**config.mk**
```make
export PLATFORM = sky130hd
export DESIGN_NAME = moore_table_fsm
export DESIGN_NICKNAME = d
export VERILOG_FILES = /design/src/rtl/moore_table_fsm.sv
export SDC_FILE = /design/constraint.sdc
export NUM_CORES = 1
export LEC_CHECK = 0
export BUFFER_PORTS_ARGS = -buffer_cell sky130_fd_sc_hd__buf_2
export CAP_MARGIN = 0
export CORE_MARGIN = 1
export CORE_UTILIZATION = 55
export DETAILED_ROUTE_END_ITERATION = 10
export GPL_TIMING_DRIVEN = 0
export MAX_ROUTING_LAYER = met4
export PLACE_DENSITY = 0.76
export SYNTH_ARGS = -nofsm -noshare
export SYNTH_HDL_FRONTEND = slang
export SYNTH_SLANG_ARGS = --single-unit
```
**constraint.sdc**
```tcl
create_clock -name clk -period 2.51 [get_ports clk]
set_input_delay 0.1255 -clock clk [delete_from_list [all_inputs] [get_ports clk]]
set_output_delay 0.1255 -clock clk [all_outputs]
set_load 0.02 [all_outputs]
```
**src/rtl/moore_table_fsm.sv**
```systemverilog
// Table-programmable Moore FSM: run-time next-state/output tables, step enable, preload, step counter.
// Optional range check on transitions via MOORE_RANGE_CHK_EN (err tied 0 when undefined).
module moore_table_fsm #(
    parameter int IN_W       = 2,
    parameter int STATE_W    = 3,
    parameter int NUM_STATES = 8,
    parameter int OUT_W      = 1,
    parameter int CNT_W      = 8
) (
    input  logic               clk,
    input  logic               reset,
    input  logic [IN_W-1:0]    sw_in,
    input  logic               ctrl_in,
    input  logic               load_in,
    input  logic [STATE_W-1:0] state_in,
    input  logic               cfg_nx_we,
    input  logic [STATE_W-1:0] cfg_st,
    input  logic [IN_W-1:0]    cfg_sym,
    input  logic [STATE_W-1:0] cfg_nx,
    input  logic               cfg_out_we,
    input  logic [OUT_W-1:0]   cfg_out,
    output logic [STATE_W-1:0] state,
    output logic [OUT_W-1:0]   out,
    output logic               state_chg,
    output logic [CNT_W-1:0]   step_cnt,
    output logic               err
);

    localparam int NS   = 2 ** STATE_W;
    localparam int NSYM = 2 ** IN_W;
    localparam logic [STATE_W:0] NUM_ST_L = (STATE_W + 1)'(NUM_STATES);
`ifdef MOORE_RANGE_CHK_EN
    localparam bit RANGE_CHK = 1'b1;
`else
    localparam bit RANGE_CHK = 1'b0;
`endif

    logic [STATE_W-1:0] nx_tbl_q [NS][NSYM];
    logic [OUT_W-1:0]   ot_tbl_q [NS];

    logic [STATE_W-1:0] state_q, state_d;
    logic [OUT_W-1:0]   out_q, out_d;
    logic               chg_q, chg_d;
    logic [CNT_W-1:0]   cnt_q, cnt_d;
    logic               take;
    logic               oor;
    logic [STATE_W-1:0] tgt;

    // Tables are read combinationally below, so same-edge writes are seen only next cycle.
    always_ff @(posedge clk) begin
        if (reset) begin
            for (int s = 0; s < NS; s++) begin
                ot_tbl_q[s] <= '0;
                for (int x = 0; x < NSYM; x++) begin
                    nx_tbl_q[s][x] <= STATE_W'(s);
                end
            end
        end else begin
            if (cfg_nx_we) begin
                nx_tbl_q[cfg_st][cfg_sym] <= cfg_nx;
            end
            if (cfg_out_we) begin
                ot_tbl_q[cfg_st] <= cfg_out;
            end
        end
    end

    always_ff @(posedge clk) begin
        if (reset) begin
            state_q <= '0;
            out_q   <= '0;
            chg_q   <= 1'b0;
            cnt_q   <= '0;
        end else begin
            state_q <= state_d;
            out_q   <= out_d;
            chg_q   <= chg_d;
            cnt_q   <= cnt_d;
        end
    end

    always_comb begin
        take    = load_in | ctrl_in;
        tgt     = load_in ? state_in : nx_tbl_q[state_q][sw_in];
        oor     = RANGE_CHK && take && ({1'b0, tgt} >= NUM_ST_L);
        state_d = state_q;
        if (take) begin
            state_d = oor ? '0 : tgt;
        end
    end

    always_comb begin
        out_d = take ? ot_tbl_q[state_d] : out_q;
        chg_d = oor ? (state_q != '0) : (ctrl_in & ~load_in & (state_d != state_q));
        cnt_d = cnt_q;
        if (load_in) begin
            cnt_d = '0;
        end else if (ctrl_in && (cnt_q != '1)) begin
            cnt_d = cnt_q + CNT_W'(1);
        end
    end

`ifdef MOORE_RANGE_CHK_EN
    logic err_q;
    always_ff @(posedge clk) begin
        if (reset) begin
            err_q <= 1'b0;
        end else begin
            err_q <= oor;
        end
    end
    assign err = err_q;
`else
    assign err = 1'b0;
`endif

    assign state     = state_q;
    assign out       = out_q;
    assign state_chg = chg_q;
    assign step_cnt  = cnt_q;

endmodule

```
**Word-level counts from Yosys, hierarchy flattened**

Memory sizes are Yosys's and may differ from the RTL's. A register that Yosys moved wholly into a read port is not among the register bits.
Cells that the tools add are included.

- Bits in registers: 12
- Memory bits (writable): 104
- Input bits: 20
- Output and inout bits: 14
- Word-level logic and storage cells: 44
- Memories kept: 2

Memory list:

| name | depth | bits a word | read ports | clocked after memory_dff | wr ports | line | source |
|---|---|---|---|---|---|---|---|
| nx_tbl_q | 8 | 12 | 1 | 1 | 8 | 38 | `logic [STATE_W-1:0] nx_tbl_q [NS][NSYM];` |
| ot_tbl_q | 8 | 1 | 1 | 1 | 8 | 39 | `logic [OUT_W-1:0] ot_tbl_q [NS];` |

- Add/sub/neg operators: 1
- Order comparisons: 3
- Eq/ne operators: 2
- Multiplexer cells: 22
- Bitwise gates (word level): 6
- Reduce and logical (&&, ||, !) cells: 5

Operator list:

| operator | number |
|---|---|
| two-way mux 12 bit | 3 |
| two-way mux 3 bit | 8 |
| OR reduction 12 bit | 1 |
| two-way mux 1 bit | 9 |
| adder 8 x 1 -> 8 bit (second input constant) | 1 |
| inequality test 8 bit (second input constant) | 1 |
| binary-select mux 3 bit (select 2 bit) | 1 |
| demux 3 bit (select 2 bit) | 1 |
| >= comparator 3 bit (second input constant) | 2 |
| NOT 2 -> 3 bit | 2 |
| < comparator 3 x 1 -> 1 bit (second input constant) | 1 |
| inequality test 3 bit | 1 |
| AND 1 bit | 2 |
| logical AND 1 bit | 2 |
| OR reduction 2 bit | 1 |
| NOT 1 bit | 1 |
| OR 1 bit | 1 |
| OR reduction 1 bit | 1 |

**Longest topological paths before layout**

Gate-level depths: netlist of the first run.

- Depth after elaboration: 8
- Mapped depth: 9

**Worst setup path before layout of the first run**

OpenSTA, ideal clock, no wires.

- Path type: flip-flop to flip-flop
- Start point: register state_q[0] (netlist: state[0])
- End point: register out_q (netlist: out) (read register of ot_tbl_q)
- Setup time: 0.121 ns
- Arrival: 2.805 ns
- Setup slack: -0.416 ns
- Cell stages (with the launch flop): 10
- Buffers on the path: 2
- Path through: dfxtp_1 buf_4 buf_6 mux4_2 mux4_2 mux2_2 a222oi_1 o21ai_1 a21oi_1 a211oi_1

- Word-level cells in the longest chain between the ends: 1

Ends and longest elaborated chain:

| element | line | source |
|---|---|---|
| start, declared | 41 | `logic [STATE_W-1:0] state_q, state_d;` |
| start signal, assigned | 75 | `state_q <= state_d;` |
| two-way mux 3 bit | 87 | `if (take) begin` |
| end, declared | 42 | `logic [OUT_W-1:0] out_q, out_d;` |

No other way between the ends.
A chain may end at the register's enable or synchronous reset.

**Final worst setup path of the first run**

Ends and elaborated chain as after synthesis.

==> impl_metrics.ini, run 1 <==
[placed_design]
numPortBuffers = 30
hpwlAfterDp_microns = 9660
dpl_worst_slack_ns = -0.729
dp.cells = 627
gp_congestion = 0.852

[drt]
route.detailed.drc = 0
wire_per_inst_microns = 21.5
first_pass_iters = 6
vias_per_cell = 6.09
drt_iter0_markers = 488
ant_nets = 0
routed_wl_microns = 14500
vias = 4091

[worst_setup_path]
critPathMaxFanout = 7
critical_path_arrival_ns = 3.23
crit_path_cell_trace = buf_4 -> mux4_2 -> mux4_2 -> o221ai_4 -> nand2_4 -> a2111o_1 -> a21oi_1 -> a211oi_1
cp_common_cell = mux4_2
critPathKind = flip-flop to flip-flop
cp-end-kind = flip-flop
crit_path_start_kind = flip-flop
max_stage_delay_ns = 0.52
worst_ep_required_time_ns = 2.93
reg2reg_depth = 8
cp_slowest_cell = mux4_2

[synth]
synth_top_area_share_pct = 53.7
synth-edff-count = 104
yosys.area.top_type = edfxtp_1
synth-seq-cells = 117
synthCells = 461
async_flop_share_pct = 0
ys_seq_area_share_pct = 58.2
synthFlopType = edfxtp_1
ys_types = 46
syn_area_sq_mm = 0.00581
yosys_warnings = 0
synth_area_per_cell_sq_um = 12.6
synth_top_cells_by_area = edfxtp_1 (54%), mux4_2 (9.7%), or3_1 (5.5%)
synth_nets = 482

[floorplanning]
start_util_pct = 56.6
fp.dieH_microns = 105
fp.dieW_microns = 105
fp.dieArea_sq_mm = 0.0110
ios = 34
coreArea_sq_mm = 0.0103
fp-row-count = 37

[grt]
grt_max_degree = 17
grtUsageTotal_pct = 28.8
overflow = 0
grt_pass1_wl_microns = 21900
grt_pass1_vias = 3958
antenna_found_initial = 0

[timing]
whs_ns = 0.118
final_max_slew_viol_count = 0
rsz0062_at_grt = true
fmaxAchievable_ghz = 0.357
finalWorstSetupSlack_ns = -0.295
slew_headroom_pct = 44.1
period_minus_slack_ns = 2.80
period_share_pct = 112
fin_skew_ns = 0.00650
setup-tns-final_ns = -0.703
tightest_slew_ns = 0.839
hold_viol_final = 0
setup_viol = 3

[worst_hold_path]
holdPathStages = 5
min_path_type = input pin to flip-flop

[pwr]
ir_drop_v = 0.000418
powerDensity_mw_per_mm2 = 743
leakage_nw = 2.38

[cts]
cts_tree = done
cts_root_buffer = clkbuf_8
numCtsBuffers = 17
htreeDepth = 4
clkTransAtPathRegs_ns = 0.06
insertion_delay_ns = 0.53
clk_path_buf_depth = 2
cts_sinks = 117

[cells_and_area]
finalCoreUtilization_pct = 67.2
syn2layout_area_growth_pct = 18.7
final_nets = 544
finalNonFillerCells = 672
layout-drive-gt1-share_pct = 27.1
diodes = 0

[status]
status = finished with violations
violations = negative setup slack

[job]
drv_cap = 0
[layout make-up]
cell class	count	area, sq um
sequential	117	3390
fill	753	3380
multi-input combinational	298	2290
clock buffer	17	414
timing repair buffer	44	288
buffer	39	175
tap	136	170
clock inverter	15	158
inverter	6	22.5
[metal layers]
metal	vias to the layer above	GRT usage (%)	wire length (microns)
li1	1819	-	-
met1	2028	36.3	5710
met2	207	44.9	7080
met3	37	6.61	1230
met4	0	12.6	436
met5	-	-	0
[metrics by stage]
step / power (mW) / cell area, sq um
final: 5.13 / 6900
after global routing: 5.24 / 6900
after floorplan: 2.60 / 5830
after CTS: 5.12 / 6900
after global placement: 2.76 / 6150
after detailed placement: 2.77 / 6150
[kinds of logic (layout without fill, tap and decap cells)]
kind of cell / Yosys count / count (layout) / synth area share, %
xor+xnor: 9 / 9 / 1.36
mux: 37 / 37 / 11.8
fa+ha+maj: 1 / 1 / 0.215
compound gates: 34 / 34 / 4.37
flops: 117 / 117 / 58.2
simple gates: 216 / 216 / 20.7
buf+inv: 46 / 121 / 3.25
other cells: 1 / 1 / 0.0645
[worst max-delay path, delay by kind of cell (launching register included)]
kind,cells,cell delay [ns]
AO/OA/AOI/OAI,4,0.92
buffers and inverters,1,0.17
flip-flops,1,0.44
multiplexers,2,1.03
AND/OR/NAND/NOR,1,0.12
[sequential cells by signal (all words and copies together) (netlist names)]
name,count
ot_tbl_q,8
out,1
nx_tbl_q,96
step_cnt,8
state_chg,1
state,3
[power breakdown]
part | switching [mW] | internal [mW] | leakage (nW)
Clock | 0.918 | 1.41 | 0.270
Sequential | 0.0432 | 2.22 | 1.12
Combinational | 0.297 | 0.234 | 0.986
Total | 1.26 | 3.87 | 2.38
[placed cells by master (no fill, tap or decap), types with 16 or more instances in the layout]
master / n
or3_1: 51
edfxtp_1: 104
nor2_1: 52
or2_2: 30
clkbuf_1: 31
buf_2: 33
and2_1: 50
clkbuf_16: 16
mux4_2: 25
[worst paths after layout]
check | startpoint | endpoint | slack, ns
setup / recovery | state[0] | out | -0.29
hold / removal | state_in[1] | out | 0.12
setup reg to reg | state[0] | out | -0.29
hold reg to reg | step_cnt[5] | step_cnt[5] | 0.51
[synthesized netlist by cell type, types with 2 or more instances]
library cell and n:
buf_4 2, nand4_1 2, nand3_1 3, nor2_1 53, o21bai_1 12, edfxtp_1 104
mux2_2 4, or2_2 30, o221ai_1 2, xnor2_1 5, xor2_1 4, a21oi_1 5
o41ai_1 2, and2_1 50, nor3_1 3, buf_1 4, a21boi_0 2, inv_1 6
nand4b_1 2, mux4_2 25, or3b_2 2, nand2_1 10, clkbuf_1 32, mux2i_1 8
nor2b_1 2, nor3b_1 2, or3_1 51, dfxtp_1 13, nand3b_1 4
[repair_timing]
action,in CTS,in global routing
gates resized for setup,14,4
cloned,1,0
hold buffers,5,0
pin swaps,2,4
hold endpoints to repair,8,0
setup endpoints to repair,4,3
buffers inserted,6,2
Power figures use the tool's default switching activity.
==> run 2: changes to the inputs <==
Settings changed: TNS_END_PERCENT set to 5.
==> run 2 against run 1 <==
The flow still finishes with violations (negative setup slack). Sequential share of layout area increased by 0.28 points. Routed wire length decreased by 1.1%. Final cell count decreased by 0.45%. Design area decreased by 0.56%. Via count decreased by 0.20%. Highest routed layer unchanged.
==> impl_metrics.ini, run 2 (same netlist as run 1, synthesis figures left out) <==
[grt]
overflow = 0
grtUsageTotal_pct = 28.6
grt_max_degree = 17
grt_pass1_wl_microns = 21800
antenna_found_initial = 0
grt_pass1_vias = 3925

[cts]
cts_tree = done
htreeDepth = 4
cts_root_buffer = clkbuf_8
cts_sinks = 117
clk_path_buf_depth = 2
clkTransAtPathRegs_ns = 0.06
insertion_delay_ns = 0.53
numCtsBuffers = 17

[placed_design]
dp.cells = 627
hpwlAfterDp_microns = 9660
gp_congestion = 0.852
numPortBuffers = 30

[drt]
wl_met1_microns = 5710
ant_nets = 0
dr_wl_met2_microns = 6880
first_pass_iters = 7
wl_met3_microns = 1240
vias_per_cell = 6.10
highest_layer = met4
drt_iter0_markers = 484
vias = 4083
routed_wl_microns = 14300
route.detailed.drc = 0
wire_per_inst_microns = 21.4

[worst_setup_path]
critical_path_arrival_ns = 3.25
crit_path_start_kind = flip-flop
critPathMaxFanout = 7
critPathKind = flip-flop to flip-flop
r2r_start = state[0]
worst_ep_required_time_ns = 2.92
crit_start = state[0]
cp-end-kind = flip-flop

[cells_and_area]
final_nets = 541
finalNonFillerCells = 669
layout-drive-gt1-share_pct = 26.3
largest_reg_flops = 96
diodes = 0
mostFrequentLayoutCells = edfxtp_1 (104), nor2_1 (53), or3_1 (51), and2_1 (50), buf_2 (33)
syn2layout_area_growth_pct = 18.1
finalCoreUtilization_pct = 66.8
largest_register = nx_tbl_q
final_common_cell = edfxtp_1

[floorplanning]
ios = 34
start_util_pct = 56.6
coreArea_sq_mm = 0.0103
fp.dieW_microns = 105
fp-row-count = 37
fp.dieArea_sq_mm = 0.0110
fp.dieH_microns = 105

[status]
status = finished with violations
violations = negative setup slack

[pwr]
leakage_nw = 2.36
ir_drop_v = 0.000413
fin_total_pwr_mw = 5.10
powerDensity_mw_per_mm2 = 744

[timing]
setup_viol = 3
period_minus_slack_ns = 2.84
tightest_slew_ns = 0.843
whs_ns = 0.122
slew_headroom_pct = 43.8
fin_skew_ns = 0.00773
final_max_slew_viol_count = 0
hold_viol_final = 0
finalWorstSetupSlack_ns = -0.325
rsz0062_at_grt = true
period_share_pct = 113
fmaxAchievable_ghz = 0.353

[worst_hold_path]
min_path_type = input pin to flip-flop
hp-start = cfg_out_we

[job]
drv_cap = 0
run 2: stage by stage:
| step | setup slack, ns | area, sq um | TNS, ns |
|---|---|---|---|
| finish | -0.325 | 6860 | -0.693 |
| global route | -0.390 | 6860 | -0.936 |
| CTS | -0.339 | 6880 | -0.798 |
| detailed placement | -0.729 | 6150 | -1.86 |
| global placement | -0.720 | 6150 | -1.85 |
| floorplan | -0.221 | 5830 | -0.428 |
run 2: final timing paths:
path / to / slack [ns] / cells after the start
worst max register to register: out / -0.33 / 8
worst min register to register: step_cnt[5] / 0.51 / 2
worst max-delay path: out / -0.33 / 8
worst min-delay path: ot_tbl_q[6] / 0.12 / 3
run 2: final cells by class:
class	instances	area, sq um
fillers	764	3410
plain buffers	39	175
repair buffers	41	265
clock inverters	15	158
clock buffers	17	414
well taps	136	170
flip-flops and latches	117	3390
multi-input cells	298	2270
inverters	6	22.5
run 2: repair_timing:
item / in CTS / in global routing
pin swaps: 2 / 2
endpoints found under the hold margin: 8 / 0
setup buffers: 5 / 0
hold buffers: 5 / 0
setup endpoints to repair: 4 / 3
cloned: 1 / 0
resized for setup: 12 / 2
run 2: worst max-delay path, cell delays in order, from the launching register on:
cell and delay [ns]:
dfxtp_4 0.44, buf_4 0.18, mux4_2 0.51, mux4_2 0.52, o221ai_4 0.27, nand2_2 0.16, a2111o_1 0.44, a21oi_1 0.13
a211oi_1 0.06
run 2: per-layer routing:
| layer | vias to the layer above | track usage (%) |
|---|---|---|
| met4 | 0 | 12.7 |
| met3 | 38 | 6.61 |
| li1 | 1812 | - |
| met2 | 211 | 44.7 |
| met5 | - | - |
| met1 | 2022 | 35.9 |
run 2: power breakdown:
group / internal, mW / switching [mW]
sequential: 2.22 / 0.0433
clock: 1.41 / 0.907
combinational: 0.227 / 0.292
==> run 3: changes to the inputs <==
Settings changed: ABC_AREA set to 1.
==> run 3 against run 2 <==
The run now ends clean. Worst hold slack got worse by 0.098 ns. First-iteration DRC count rose by 42%. Final cell count up 32%. Critical endpoint is now nx_tbl_q[7][11].
==> impl_metrics.ini, run 3 <==
[synth]
yosys.area.top_type = edfxtp_1
synth-edff-count = 104
ys_seq_area_share_pct = 58.4
ys_types = 31
synthCells = 676
synth_common_cells = nand2_1 (197), edfxtp_1 (104), nor2_1 (104)
synth_top_area_share_pct = 53.9
synth_area_per_cell_sq_um = 8.57
async_flop_share_pct = 0
yosysMostFrequentCell = nand2_1
synth-seq-cells = 117
synthFlopType = edfxtp_1
syn_area_sq_mm = 0.00580
yosys_warnings = 0
synth_nets = 697
synth_top_cells_by_area = edfxtp_1 (54%), nand2_1 (13%), nor2_1 (6.7%)

[cells_and_area]
layout-drive-gt1-share_pct = 11.9
mostFrequentLayoutCells = nand2_1 (197), nor2_1 (104), edfxtp_1 (104), nand3_1 (70), inv_1 (69)
final_common_cell = nand2_1
multi_input_area_sq_mm = 0.00195
final_nets = 754
diodes = 0
syn2layout_area_growth_pct = 17.6
fill_cells = 818
largest_reg_flops = 96
largest_register = nx_tbl_q
final-seq-area_sq_mm = 0.00338

[worst_hold_path]
hp-start = cfg_out
min_path_type = input pin to flip-flop

[cts]
postCtsSetupBuffers = 0
cts_sinks = 117
htreeDepth = 4
cts_tree = done
clkTransAtPathRegs_ns = 0.06
numCtsBuffers = 17
insertion_delay_ns = 0.53
clk_path_buf_depth = 2
cts_root_buffer = clkbuf_8

[drt]
vias_per_cell = 5.79
routed_wl_microns = 16500
ant_nets = 0
route.detailed.drc = 0
drt_iter0_markers = 688
first_pass_iters = 5
wire_per_inst_microns = 18.7
vias = 5107

[timing]
setup-tns-final_ns = 0
period_minus_slack_ns = 2.19
hold_viol_final = 0
rsz0062_at_grt = false
slew_headroom_pct = 33.8
tightest_slew_ns = 0.985
setup_viol = 0
fmaxAchievable_ghz = 0.457
fin_skew_ns = 0.00411
final_max_slew_viol_count = 0
period_share_pct = 87.2

[placed_design]
numPortBuffers = 32
gp_congestion = 0.983
hpwlAfterDp_microns = 10900

[worst_setup_path]
cp_slowest_cell = dlygate4sd3_1
critical_path_arrival_ns = 2.37
reg2reg_depth = 16
crit_path_start_kind = input pin
cp_num_cells = 7
cp_common_cell = inv_1
critPathMaxFanout = 8
critPathBufInv = 4
worst_ep_required_time_ns = 2.70
worst_path_dominant_cell_family = buffers and inverters
r2r_start = state[1]
cp-end-kind = flip-flop
crit_path_cell_trace = dlygate4sd3_1 -> buf_2 -> inv_1 -> nand2_1 -> nor3_1 -> inv_1 -> o21ai_0
endpoint = nx_tbl_q[7][11]
max_stage_delay_ns = 0.53
critPathKind = input pin to flip-flop
r2r_end = state_chg
rrSetupSlack_ns = 0.34
crit_start = reset

[floorplanning]
fp.dieH_microns = 105
fp.dieArea_sq_mm = 0.0110
coreArea_sq_mm = 0.0103
ios = 34
start_util_pct = 56.4
fp.dieW_microns = 105
fp-row-count = 37

[pwr]
powerDensity_mw_per_mm2 = 789
p_sw_share_pct = 24.1
fin_total_pwr_mw = 5.38
ir_drop_v = 0.000466
power_frac_clock_pct = 47.9
internal-power_mw = 4.08
p_comb_share_pct = 10.1
power_frac_seq_pct = 42.0
leakage_nw = 2.72
p_switching_mw = 1.30

[grt]
antenna_found_initial = 0
overflow = 0
grt_pass1_vias = 4912
grt_pass1_wl_microns = 25200
grtUsageTotal_pct = 32.4
grt_max_degree = 17

[job]
drv_cap = 0

[status]
status = finished clean
==> run 3: changes by cell type after synthesis, sizes merged, moves of 8 or more <==
| cell | change |
|---|---|
| nand2 | +189 |
| nand3 | +68 |
| inv | +67 |
| nor2 | +51 |
| or3 | -51 |
| and2 | -50 |
| o21ai | +30 |
| or2 | -30 |
| mux4 | -25 |
| clkbuf | -19 |
| nor3 | +16 |
| o21bai | -12 |
| buf | +11 |
| mux2i | -8 |
==> run 3: cell type report <==
cell class              count  area share [%]
inverters                  74            4.11
flip-flops and latches    117            49.7
clock buffers              18            6.13
multi-input cells         453            28.6
repair buffers             38            3.23
clock inverters            14            3.07
plain buffers              32            2.74
well taps                 136            2.50
==> run 3: kinds of logic (layout without fill, tap and decap cells) <==
kind of cell	after synthesis	after routing	synth area share [%]
and+or+nand+nor	396	396	27.9
DFF	117	117	58.4
buffers and inverters	106	176	8.05
AOI/OAI and AO/OA	53	53	5.05
xor gates and xnor gates	2	2	0.302
adders and majority gates	1	1	0.216
other	1	1	0.0647
==> run 3: how the worst min path moves through the flow <==
| stage | to | slack, ns | depth (start not counted) |
|---|---|---|---|
| detailed placement | state[2] | 0.39 | 2 |
| global placement | state[1] | 0.39 | 2 |
| finish | ot_tbl_q[1] | 0.02 | 3 |
| floorplan | state[0] | 0.19 | 1 |
| global route | ot_tbl_q[6] | 0.05 | 3 |
| CTS | ot_tbl_q[1] | 0.01 | 3 |
==> run 3: worst register-to-register path: stages (launching register included) <==
cell,delay (ns)
dfxtp_1,0.31
buf_4,0.18
inv_2,0.12
buf_2,0.30
o21ai_1,0.13
o22ai_1,0.18
nand2_1,0.10
nand2_1,0.08
nand2_1,0.05
nand3_1,0.08
nand3_1,0.09
nand2_1,0.13
inv_2,0.06
nand2_1,0.06
nand4_1,0.09
nand2_1,0.08
inv_1,0.04
==> run 3: power groups by stage <==
stage / Combinational, mW / Clock [mW] / Sequential (mW)
floorplan: 0.329 / 0 / 2.29
global placement: 0.503 / 0 / 2.29
detailed placement: 0.512 / 0 / 2.30
CTS: 0.524 / 2.57 / 2.26
global route: 0.586 / 2.64 / 2.27
finish: 0.544 / 2.57 / 2.26
==> run 3: timing repair <==
action	in CTS	in global routing
hold buffers	6	0
hold endpoints to repair	11	0
gates resized for setup	0	0
==> run 3: through the flow <==
| stage | cells | util (%) | hold WS, ns | worst slack [ns] | area, sq um |
|---|---|---|---|---|---|
| CTS | 882 | 66.3 | 0.0132 | 0.404 | 6810 |
| global placement | 844 | 59.6 | 0.389 | 0.456 | 6130 |
| floorplan | 676 | - | 0.195 | 0.725 | 5800 |
| detailed placement | 844 | 59.6 | 0.390 | 0.413 | 6130 |
| finish | 882 | 66.3 | 0.0236 | 0.321 | 6810 |
| global route | 882 | 66.3 | 0.0500 | 0.176 | 6810 |
==> run 3: per-layer routing <==
layer | global-route usage, % | part of all wire [%]
met5 | - | 0
met3 | 7.17 | 12
met4 | 16.2 | 3.4
met1 | 40.3 | 37
met2 | 50.4 | 48
